## src/rtl/sw_pkg.sv

```systemverilog
// Shared types for the 4-port switch: port count, arbiter states,
// port vectors and port indices.
package sw_pkg;

  localparam int NPORT = 4;
  localparam int PTRW  = $clog2(NPORT);

  typedef enum logic {
    ARB_IDLE,
    ARB_GRANT
  } arb_state_t;

  typedef logic [NPORT-1:0] portvec_t;
  typedef logic [PTRW-1:0]  portidx_t;

endpackage

```

## src/rtl/rr_pick.sv

```systemverilog
// Combinational round-robin picker: first set req scanning from ptr.
// Ports: req, ptr in; one-hot gnt and its index idx out.
module rr_pick
  import sw_pkg::*;
(
  input  portvec_t req,
  input  portidx_t ptr,
  output portvec_t gnt,
  output portidx_t idx
);

  portidx_t j;

  // Scan farthest offset first so the nearest hit to ptr wins.
  // NPORT is a power of two, so index wrap is free.
  always_comb begin
    gnt = '0;
    idx = '0;
    j   = '0;
    for (int k = NPORT - 1; k >= 0; k--) begin
      j = ptr + portidx_t'(k);
      if (req[j]) begin
        gnt    = '0;
        gnt[j] = 1'b1;
        idx    = j;
      end
    end
  end

endmodule

```

## src/rtl/out_arb.sv

```systemverilog
// Per-output wormhole round-robin arbiter; ack drives the crossbar select.
// Ports: clk, rst_n, req/vld/tail/ordy in; ack, ovld, pop, tmo_err out.
// Optional stall timeout is built when ARB_TIMEOUT_EN is defined.
module out_arb
  import sw_pkg::*;
#(
  parameter int TMO_CYC = 255,
  parameter int TMOW    = 8
) (
  input  logic             clk,
  input  logic             rst_n,
  input  logic [NPORT-1:0] req,
  input  logic [NPORT-1:0] vld,
  input  logic [NPORT-1:0] tail,
  input  logic             ordy,
  output logic [NPORT-1:0] ack,
  output logic             ovld,
  output logic [NPORT-1:0] pop,
  output logic             tmo_err
);

  if (TMO_CYC >= 2 ** TMOW) begin : g_bad_tmo
    $error("TMO_CYC must be below 2**TMOW");
  end

  arb_state_t state, state_n;
  portvec_t   ack_n;
  portidx_t   ptr, ptr_n;
  portvec_t   pick_gnt;
  portidx_t   pick_idx;
  logic       fire;
  logic       tail_fire;
  logic       tmo_hit;

  rr_pick u_pick (
    .req (req),
    .ptr (ptr),
    .gnt (pick_gnt),
    .idx (pick_idx)
  );

  assign pop       = ack & vld & {NPORT{ordy}};
  assign ovld      = |(ack & vld);
  assign fire      = |pop;
  assign tail_fire = |(pop & tail);

`ifdef ARB_TIMEOUT_EN
  logic [TMOW-1:0] tmo_cnt;

  assign tmo_hit = (state == ARB_GRANT) &&
                   (tmo_cnt == TMOW'(TMO_CYC));
  assign tmo_err = tmo_hit && !tail_fire;

  // Counts stalled cycles of the current grant only.
  always_ff @(posedge clk or negedge rst_n) begin
    if (!rst_n) begin
      tmo_cnt <= '0;
    end else if (state == ARB_GRANT &&
                 state_n == ARB_GRANT &&
                 !fire) begin
      tmo_cnt <= tmo_cnt + 1'b1;
    end else begin
      tmo_cnt <= '0;
    end
  end
`else
  assign tmo_hit = 1'b0;
  assign tmo_err = 1'b0;
`endif

  always_comb begin
    state_n = state;
    ack_n   = ack;
    ptr_n   = ptr;
    unique case (state)
      ARB_IDLE: begin
        if (|req) begin
          ack_n   = pick_gnt;
          ptr_n   = pick_idx + 1'b1;
          state_n = ARB_GRANT;
        end
      end
      ARB_GRANT: begin
        if (tail_fire || tmo_hit) begin
          ack_n   = '0;
          state_n = ARB_IDLE;
        end
      end
      default: begin
        ack_n   = '0;
        state_n = ARB_IDLE;
      end
    endcase
  end

  always_ff @(posedge clk or negedge rst_n) begin
    if (!rst_n) begin
      state <= ARB_IDLE;
      ack   <= '0;
      ptr   <= '0;
    end else begin
      state <= state_n;
      ack   <= ack_n;
      ptr   <= ptr_n;
    end
  end

endmodule
```

## config.mk

```make
export PLATFORM = sky130hd
export DESIGN_NAME = out_arb
export DESIGN_NICKNAME = d
export VERILOG_FILES = /design/src/rtl/sw_pkg.sv /design/src/rtl/rr_pick.sv /design/src/rtl/out_arb.sv
export SDC_FILE = /design/constraint.sdc
export NUM_CORES = 1
export LEC_CHECK = 0
export CORE_MARGIN = 2
export CORE_UTILIZATION = 48
export DETAILED_ROUTE_END_ITERATION = 10
export PLACE_DENSITY_LB_ADDON = 0.05
export SLEW_MARGIN = 15
export SYNTH_ARGS = -nofsm -noshare
export SYNTH_HDL_FRONTEND = slang
export SYNTH_SLANG_ARGS = --single-unit
```

## constraint.sdc

```tcl
create_clock -name clk -period 4.15 [get_ports clk]
set_input_delay 0.83 -clock clk [delete_from_list [all_inputs] [get_ports clk]]
set_output_delay 0.83 -clock clk [all_outputs]
set_load 0.005 [all_outputs]
```

==> flow_summary_export.csv, run 1 <==
group,metric,value,unit
outcome,status,"finished clean",
yosys,synth.largest_area_cell,"dfrtp_1",
clock_network,clk_latency,0.24,ns
yosys,synthCells,82,
placement,io_buffers,23,
sta,slew_headroom,58.90,%
clock_network,cts_root_buf,"clkbuf_4",
critical_path,r2r_slack,1.58,ns
critical_path,path_buf_inv,2,
critical_path,crit_path_end_kind,"primary output",
yosys,ys_seq_elements,7,
hold_path,holdPathStages,1,
critical_path,cp.depth,3,
finish,multi_input_area,564.3,µm²
critical_path,crit_family,"buffers and inverters",
routing,drcViolationCount,0,
floorplan,io_pins,25,
placement,place.gp.congestion,0.8168,
routing,dr.pass1.iters,4,
critical_path,r2r_start,"ptr[0]$_DFFE_PN0P_",
routing,route.detailed.wl_per_inst,13.02,µm
sta,setup_viol,0,
global_routing,antenna_found_initial,0,
sta,hold_viol,0,
yosys,syn-cell-area,770.7,µm²
power,p_seq_share,23.5,%
power,p_sw_share,43.41,%
yosys,yosysMostFrequentCell,"ha_1",
yosys,yosys_warnings,0,
routing,vias_per_cell,5.926,
finish,n_fill_cell,118,
floorplan,die_width,44.07,µm
clock_network,numCtsBuffers,3,
critical_path,critPathKind,"input port to primary output",
floorplan,die_h,44.07,µm
clock_network,clk_pin_slew,0.05,ns
critical_path,path_common_cell,"clkdlybuf4s50_1",
critical_path,rr_worst_depth,7,
floorplan,coreArea,1506,µm²
global_routing,grt_overflow,0,
finish,syn_to_final_growth,33.28,%
clock_network,post_cts_buffers,0,
yosys,yosys.cell_types.count,27,
yosys,yosys.area.top_type_share,22.73,%
finish,drive_gt1_share,9.434,%
power,p_switching,0.0002830,W
yosys,synth_edf_count,0,
global_routing,track_usage,17.98,%
sta,post-route-period-util,69.00,%
floorplan,initial_core_util,51.16,%
routing,drt_wl_total,1588,µm
clock_network,cts-htree-levels,1,
power,p_int,0.0003689,W
hold_path,holdPathEnd,"ack[2]$_DFFE_PN0P_",
yosys,yosysSeqAreaShare,22.73,%
critical_path,slowest_delay,0.51,ns
global_routing,grt_pass1_vias,626,
hold_path,worstHoldStart,"ack[2]$_DFFE_PN0P_",
power,ir_drop,0.0004191,V
sta,tightest_slew,0.6165,ns
sta,slew_viol_final,0,
power,pwr-share-comb,67.5,%
clock_network,cts_resized,0,
routing,detail-route-antenna-nets,0,
finish,diodes,0,
clock_network,clock_sinks,7,
sta,finClkSkew,0.004387,ns
critical_path,cp_max_fo,4,
routing,vias,723,
finish,finalNetCount,130,
yosys,synth_flop_cell,"dfrtp_1",
yosys,syn-num-nets,105,
critical_path,critPathLaunchType,"input port",
sta,post-route-min-period,2.863,ns
sta,rsz0062_at_grt,"false",
sta,tns,0,ns
power,clkPwrFrac,9.1,%
critical_path,rr_endpoint,"ack[2]$_DFFE_PN0P_",
yosys,synth.avg_cell_area,9.399,µm²
finish,final_util,68.19,%
clock_network,cts_buffer_depth,2,
routing,drtIter0Drc,8,
floorplan,die_area,1942,µm²
power,power_leakage,0.4299,nW
clock_network,cts_tree,"built",
floorplan,placementRows,14,
finish,ff_latch_area,175.2,µm²
job,maxCapViolCount,0,
critical_path,required,3.32,ns
critical_path,arrival,2.03,ns
sta,fmax,349.2,MHz
critical_path,crit_chain,"clkdlybuf4s50_1 -> and3_1 -> clkdlybuf4s50_1",
yosys,synthArstFlopShare,100.0,%
placement,post-dp-hpwl,1321,µm
yosys,synth_common_cells,"ha_1, dfrtp_1, nand2_1",
hold_path,worstHoldPathType,"register to register",
global_routing,grt_pass1_wl,2628,µm
global_routing,grt_start_max_net_pins,18,
critical_path,cp_slowest_cell,"clkdlybuf4s50_1",
clock_network,cts-hold-fix-buffers,0,
power,powerDensity,634.6,nW/µm²
yosys,netlist_top_cells_area,"dfrtp_1, ha_1, mux4_2",
-- layout by cell type (no fill, tap or decap), drive strengths merged, types with 5 or more instances in the layout --
master	synthesis	final
o21ai	6	6
nor2b	7	7
ha	8	8
dfrtp	7	7
a22o	5	5
clkdlybuf4s50	0	23
a221oi	5	5
nand2	7	7
-- registers in the layout, indices dropped and copies added, names as in the netlist --
| register | flops |
|---|---|
| state | 1 |
| ack | 4 |
| ptr | 2 |
-- stage by stage --
| step | setup slack (ns) | instance area, µm² | hold WS [ns] | power, W | std cells |
|---|---|---|---|---|---|
| after floorplan | 1.971 | 770.7 | 0.5344 | 0.0004839 | 82 |
| after global placement | 1.312 | 1001 | 0.5455 | 0.0005910 | 118 |
| after detailed placement | 1.289 | 1001 | 0.5466 | 0.0005973 | 118 |
| after CTS | 1.284 | 1027 | 0.5573 | 0.0006579 | 122 |
| after global routing | 1.225 | 1027 | 0.5874 | 0.0007220 | 122 |
| final | 1.287 | 1027 | 0.5566 | 0.0006519 | 122 |
-- per-layer routing --
layer	GRT usage (%)	up-vias	routed length, µm
li1	-	367	-
met1	24.80	333	693
met2	28.82	23	781
met3	2.041	0	113
met4	7.273	0	0
met5	0	-	0
-- final cells by class --
cell class | instances | share of cell area, %
tap | 16 | 1.949
timing repair buffer | 23 | 22.41
clock buffer | 4 | 2.558
multi-input combinational | 69 | 54.93
inverter | 3 | 1.096
sequential | 7 | 17.05
-- kinds of logic (layout without fill, tap and decap cells) --
group | Yosys count | after routing | share of synthesized area, %
adders and majority gates | 8 | 8 | 12.99
buffers and inverters | 6 | 30 | 4.057
and+or+nand+nor | 24 | 24 | 17.05
AOI/OAI and AO/OA | 30 | 30 | 28.08
other | 1 | 1 | 0.4865
DFF | 7 | 7 | 22.73
muxes | 6 | 6 | 14.61
-- worst max path at each step --
stage	slack (ns)	end	start
global placement	1.31	pop[3]	ordy
global route	1.22	pop[3]	ordy
detailed placement	1.29	pop[0]	ordy
floorplan	1.97	ack[1]$_DFFE_PN0P_	ptr[0]$_DFFE_PN0P_
CTS	1.28	pop[0]	ordy
finish	1.29	pop[0]	ordy
-- power groups by stage --
stage / Sequential [W] / Combinational [W] / Clock, W
floorplan: 0.000134 / 0.000350 / 0
global placement: 0.000153 / 0.000438 / 0
detailed placement: 0.000155 / 0.000442 / 0
CTS: 0.000154 / 0.000442 / 0.0000618
global route: 0.000162 / 0.000495 / 0.0000644
finish: 0.000153 / 0.000440 / 0.0000591
Power figures use the tool's default switching activity.
==> run 2: changes to the inputs <==
CORE_UTILIZATION = 45   (was 48)
clock period = 2.8 ns   (was 4.15 ns; I/O delays follow)
==> flow_summary_export.csv, run 2 (synthesis gave the netlist of run 1 again) <==
group,metric,value,unit
outcome,status,"finished clean",
floorplan,die_area,2060,µm²
job,maxCapViolCount,0,
sta,post-route-period-util,83.57,%
clock_network,cts-hold-fix-buffers,0,
clock_network,numCtsBuffers,3,
global_routing,track_usage,21.20,%
routing,drcViolationCount,0,
finish,final_common_cell,"clkdlybuf4s50_1",
critical_path,cp_max_fo,10,
floorplan,initial_core_util,49.44,%
hold_path,worstHoldPathType,"register to register",
critical_path,crit_chain,"inv_1 -> ha_1 -> mux4_2 -> nor2b_4 -> a221oi_1 -> o31ai_1 -> a22o_1",
power,finalPower,0.001022,W
global_routing,grt_pass1_wl,3105,µm
global_routing,grt_pass1_vias,720,
power,ir_drop,0.0005230,V
critical_path,arrival,2.48,ns
global_routing,grt_start_max_net_pins,17,
floorplan,die_width,45.39,µm
finish,finalNetCount,132,
critical_path,required,2.94,ns
critical_path,cp_slowest_cell,"dfrtp_1",
sta,setup_viol,0,
sta,post-route-min-period,2.340,ns
critical_path,crit_family,"compound AO/OA/AOI/OAI gates",
finish,syn_to_final_growth,35.39,%
routing,route.detailed.wl_per_inst,15.13,µm
finish,diodes,0,
sta,rsz0062_at_grt,"false",
placement,post-dp-hpwl,1529,µm
floorplan,placementRows,14,
sta,fmax,427.4,MHz
floorplan,die_h,45.39,µm
clock_network,cts_resized,0,
floorplan,io_pins,25,
routing,detail-route-antenna-nets,0,
routing,dr.pass1.iters,4,
finish,final_cell_mix,"clkdlybuf4s50_1, ha_1, nand2_1, dfrtp_1, nor2b_1",
clock_network,clock_sinks,7,
finish,largest_reg_flops,4,
sta,hold_viol,0,
routing,vias_per_cell,6.234,
power,powerDensity,979.6,nW/µm²
global_routing,grt_overflow,0,
critical_path,critPathKind,"register to register",
sta,finClkSkew,0.001979,ns
placement,place.gp.congestion,0.8602,
finish,drive_gt1_share,12.04,%
routing,drt_wl_total,1876,µm
clock_network,clk_pin_slew,0.06,ns
sta,slew_viol_final,0,
sta,tns,0,ns
power,power_leakage,0.4427,nW
critical_path,crit_path_end_kind,"register",
sta,whs,0.5509,ns
placement,io_buffers,23,
clock_network,cts-htree-levels,1,
finish,top_register,"ack",
critical_path,path_buf_inv,1,
clock_network,cts_tree,"built",
routing,drtIter0Drc,7,
critical_path,slowest_delay,0.56,ns
critical_path,critPathLaunchType,"register",
finish,final_util,66.93,%
clock_network,post_cts_buffers,0,
clock_network,cts_buffer_depth,2,
finish,reg.largest.list,"ack (4), ptr (2), state (1)",
clock_network,cts_root_buf,"clkbuf_4",
routing,vias,773,
clock_network,clk_latency,0.25,ns
global_routing,antenna_found_initial,0,
floorplan,coreArea,1559,µm²
run 2: final cells by class:
| cell class | instances | area, µm² |
|---|---|---|
| multi-input cells | 69 | 564.3 |
| fillers | 123 | 515.5 |
| repair buffers | 25 | 245.2 |
| flip-flops and latches | 7 | 175.2 |
| clock buffers | 3 | 22.52 |
| well taps | 16 | 20.02 |
| inverters | 3 | 11.26 |
| clock inverters | 1 | 5.005 |
run 2: through the flow:
| stage | instances | setup slack [ns] | cell area (µm²) |
|---|---|---|---|
| after detailed placement | 120 | 0.3451 | 1016 |
| after global routing | 124 | 0.2501 | 1044 |
| after floorplan | 82 | 0.6215 | 770.7 |
| after CTS | 124 | 0.4730 | 1044 |
| final | 124 | 0.4602 | 1044 |
| after global placement | 120 | 0.3833 | 1016 |
run 2: where the power goes:
part	internal [W]	switching, W	leakage (nW)	total (W)
clock network	0.0000523	0.0000406	0.0177	0.0000929
registers	0.000143	0.0000542	0.0874	0.000198
logic	0.000370	0.000362	0.338	0.000732
run 2: metal layers:
layer	share of wire [%]	global-route usage [%]
met1	41	21.48
met2	54	40.56
met5	0	0
met3	3.3	3.571
met4	1.8	10.59
run 2: path summary, 6_finish.rpt:
path / start / end / slack [ns] / depth (start not counted)
worst max-delay path: ptr[1]$_DFFE_PN0P_ / ack[0]$_DFFE_PN0P_ / 0.46 / 7
worst min-delay path: ack[3]$_DFFE_PN0P_ / ack[3]$_DFFE_PN0P_ / 0.55 / 1
worst max register to register: ptr[1]$_DFFE_PN0P_ / ack[0]$_DFFE_PN0P_ / 0.46 / 7
worst min register to register: ack[3]$_DFFE_PN0P_ / ack[3]$_DFFE_PN0P_ / 0.55 / 1
max in group asynchronous: rst_n / state$_DFF_PN0_ / 2.00 / 1
min in group asynchronous: rst_n / ack[1]$_DFFE_PN0P_ / 0.56 / 1
==> run 3: changes to the inputs <==
clock period = 2.32 ns   (was 2.8 ns; I/O delays follow)
==> flow_summary_export.csv, run 3 (synthesis gave the netlist of run 1 again) <==
group,metric,value,unit
critical_path,required,1.86,ns
routing,route.detailed.wl_per_inst,15.01,µm
global_routing,grt_pass1_wl,3339,µm
placement,place.gp.congestion,0.8834,
finish,finalNonFillerCells,130,
critical_path,cp_slowest_cell,"clkdlybuf4s50_1",
routing,vias_per_cell,5.946,
power,powerDensity,1159,nW/µm²
power,p_sw_share,43.61,%
floorplan,placementRows,14,
finish,top_register,"ack",
finish,final_common_cell,"clkdlybuf4s50_1",
finish,n_fill_cell,131,
clock_network,clock_sinks,7,
finish,diodes,0,
routing,detail-route-antenna-nets,0,
finish,finalNetCount,138,
routing,drt_wl_total,1951,µm
floorplan,io_pins,25,
sta,hold_viol,0,
floorplan,die_h,45.39,µm
finish,ff_latch_area,175.2,µm²
floorplan,coreArea,1559,µm²
global_routing,grt_pass1_vias,788,
outcome,status,"finished clean",
global_routing,grt_overflow,0,
sta,fin_ws,0.1648,ns
floorplan,initial_core_util,49.44,%
global_routing,antenna_found_initial,0,
critical_path,arrival,1.69,ns
global_routing,track_usage,21.81,%
finish,multi_input_area,564.3,µm²
clock_network,cts-htree-levels,1,
power,finalPower,0.001260,W
critical_path,crit_chain,"clkdlybuf4s50_1 -> and3_1 -> clkdlybuf4s50_1",
critical_path,crit_path_end_kind,"primary output",
sta,fmax,464.0,MHz
clock_network,post_cts_buffers,0,
clock_network,numCtsBuffers,3,
floorplan,die_area,2060,µm²
power,ir_drop,0.0007980,V
placement,placed_cells,126,
sta,tns,0,ns
routing,vias,773,
hold_path,worstHoldPathType,"input port to async pin",
sta,post-route-min-period,2.155,ns
finish,final_cell_mix,"clkdlybuf4s50_1, ha_1, buf_4",
critical_path,crit_family,"buffers and inverters",
routing,drcViolationCount,0,
critical_path,path_buf_inv,2,
sta,finClkSkew,0.0006539,ns
finish,syn_to_final_growth,41.07,%
critical_path,path_common_cell,"clkdlybuf4s50_1",
critical_path,rr_worst_depth,7,
critical_path,critPathKind,"input port to primary output",
placement,io_buffers,23,
power,pwr-share-comb,74.5,%
clock_network,cts_root_buf,"clkbuf_4",
power,power_leakage,0.4690,nW
clock_network,cts_resized,0,
global_routing,grt_start_max_net_pins,17,
placement,dp_slack,0.003226,ns
clock_network,cts-hold-fix-buffers,0,
routing,dr.pass1.iters,4,
critical_path,cp_max_fo,4,
critical_path,slowest_delay,0.51,ns
clock_network,clk_latency,0.24,ns
job,maxCapViolCount,0,
sta,post-route-period-util,92.90,%
sta,rsz0062_at_grt,"false",
power,p_int,0.0007103,W
power,p_switching,0.0005493,W
clock_network,cts_tree,"built",
power,p_seq_share,17.3,%
finish,largest_reg_flops,4,
finish,reg.largest.list,"ack (4), ptr (2), state (1)",
critical_path,cp.depth,3,
routing,drtIter0Drc,21,
clock_network,clk_pin_slew,0.05,ns
critical_path,critPathLaunchType,"input port",
placement,post-dp-hpwl,1589,µm
power,clkPwrFrac,8.2,%
clock_network,cts_buffer_depth,2,
floorplan,die_width,45.39,µm
finish,drive_gt1_share,15.79,%
sta,setup_viol,0,
sta,slew_viol_final,0,
run 3: final timing paths:
| path | start | end | slack (ns) |
|---|---|---|---|
| setup / recovery | ordy | pop[3] | 0.16 |
| hold / removal | rst_n | state$_DFF_PN0_ | 0.47 |
| setup reg to reg | ptr[0]$_DFFE_PN0P_ | ptr[1]$_DFFE_PN0P_ | 0.29 |
| hold reg to reg | ack[3]$_DFFE_PN0P_ | ack[3]$_DFFE_PN0P_ | 0.56 |
| max in group asynchronous | rst_n | ptr[0]$_DFFE_PN0P_ | 1.62 |
| min in group clk | ack[3]$_DFFE_PN0P_ | ack[3]$_DFFE_PN0P_ | 0.56 |
run 3: area by class of cell:
| class | instances | share of cell area [%] |
|---|---|---|
| flip-flops and latches | 7 | 16.11 |
| inverters | 3 | 1.036 |
| clock buffers | 4 | 2.417 |
| well taps | 16 | 1.841 |
| multi-input cells | 69 | 51.90 |
| repair buffers | 31 | 26.70 |
run 3: metrics by stage:
| step | util [%] | hold WS, ns | area (µm²) |
|---|---|---|---|
| floorplan | - | 0.1684 | 770.7 |
| global placement | 68.06 | 0.5546 | 1061 |
| detailed placement | 68.06 | 0.5523 | 1061 |
| CTS | 69.74 | 0.4774 | 1087 |
| global route | 69.74 | 0.4826 | 1087 |
| finish | 69.74 | 0.4749 | 1087 |
run 3: metal layers:
layer  global-route usage (%)  wire, µm
met3                    3.175        82
met1                    26.80       871
met4                    7.647         0
met2                    38.31       997
met5                        0         0
run 3: power groups by stage:
stage / combinational, W / sequential [W] / clock (W)
floorplan: 0.000626 / 0.000240 / 0
global placement: 0.000914 / 0.000218 / 0
detailed placement: 0.000937 / 0.000220 / 0
CTS: 0.000939 / 0.000218 / 0.000107
global route: 0.00104 / 0.000227 / 0.000114
finish: 0.000939 / 0.000218 / 0.000103
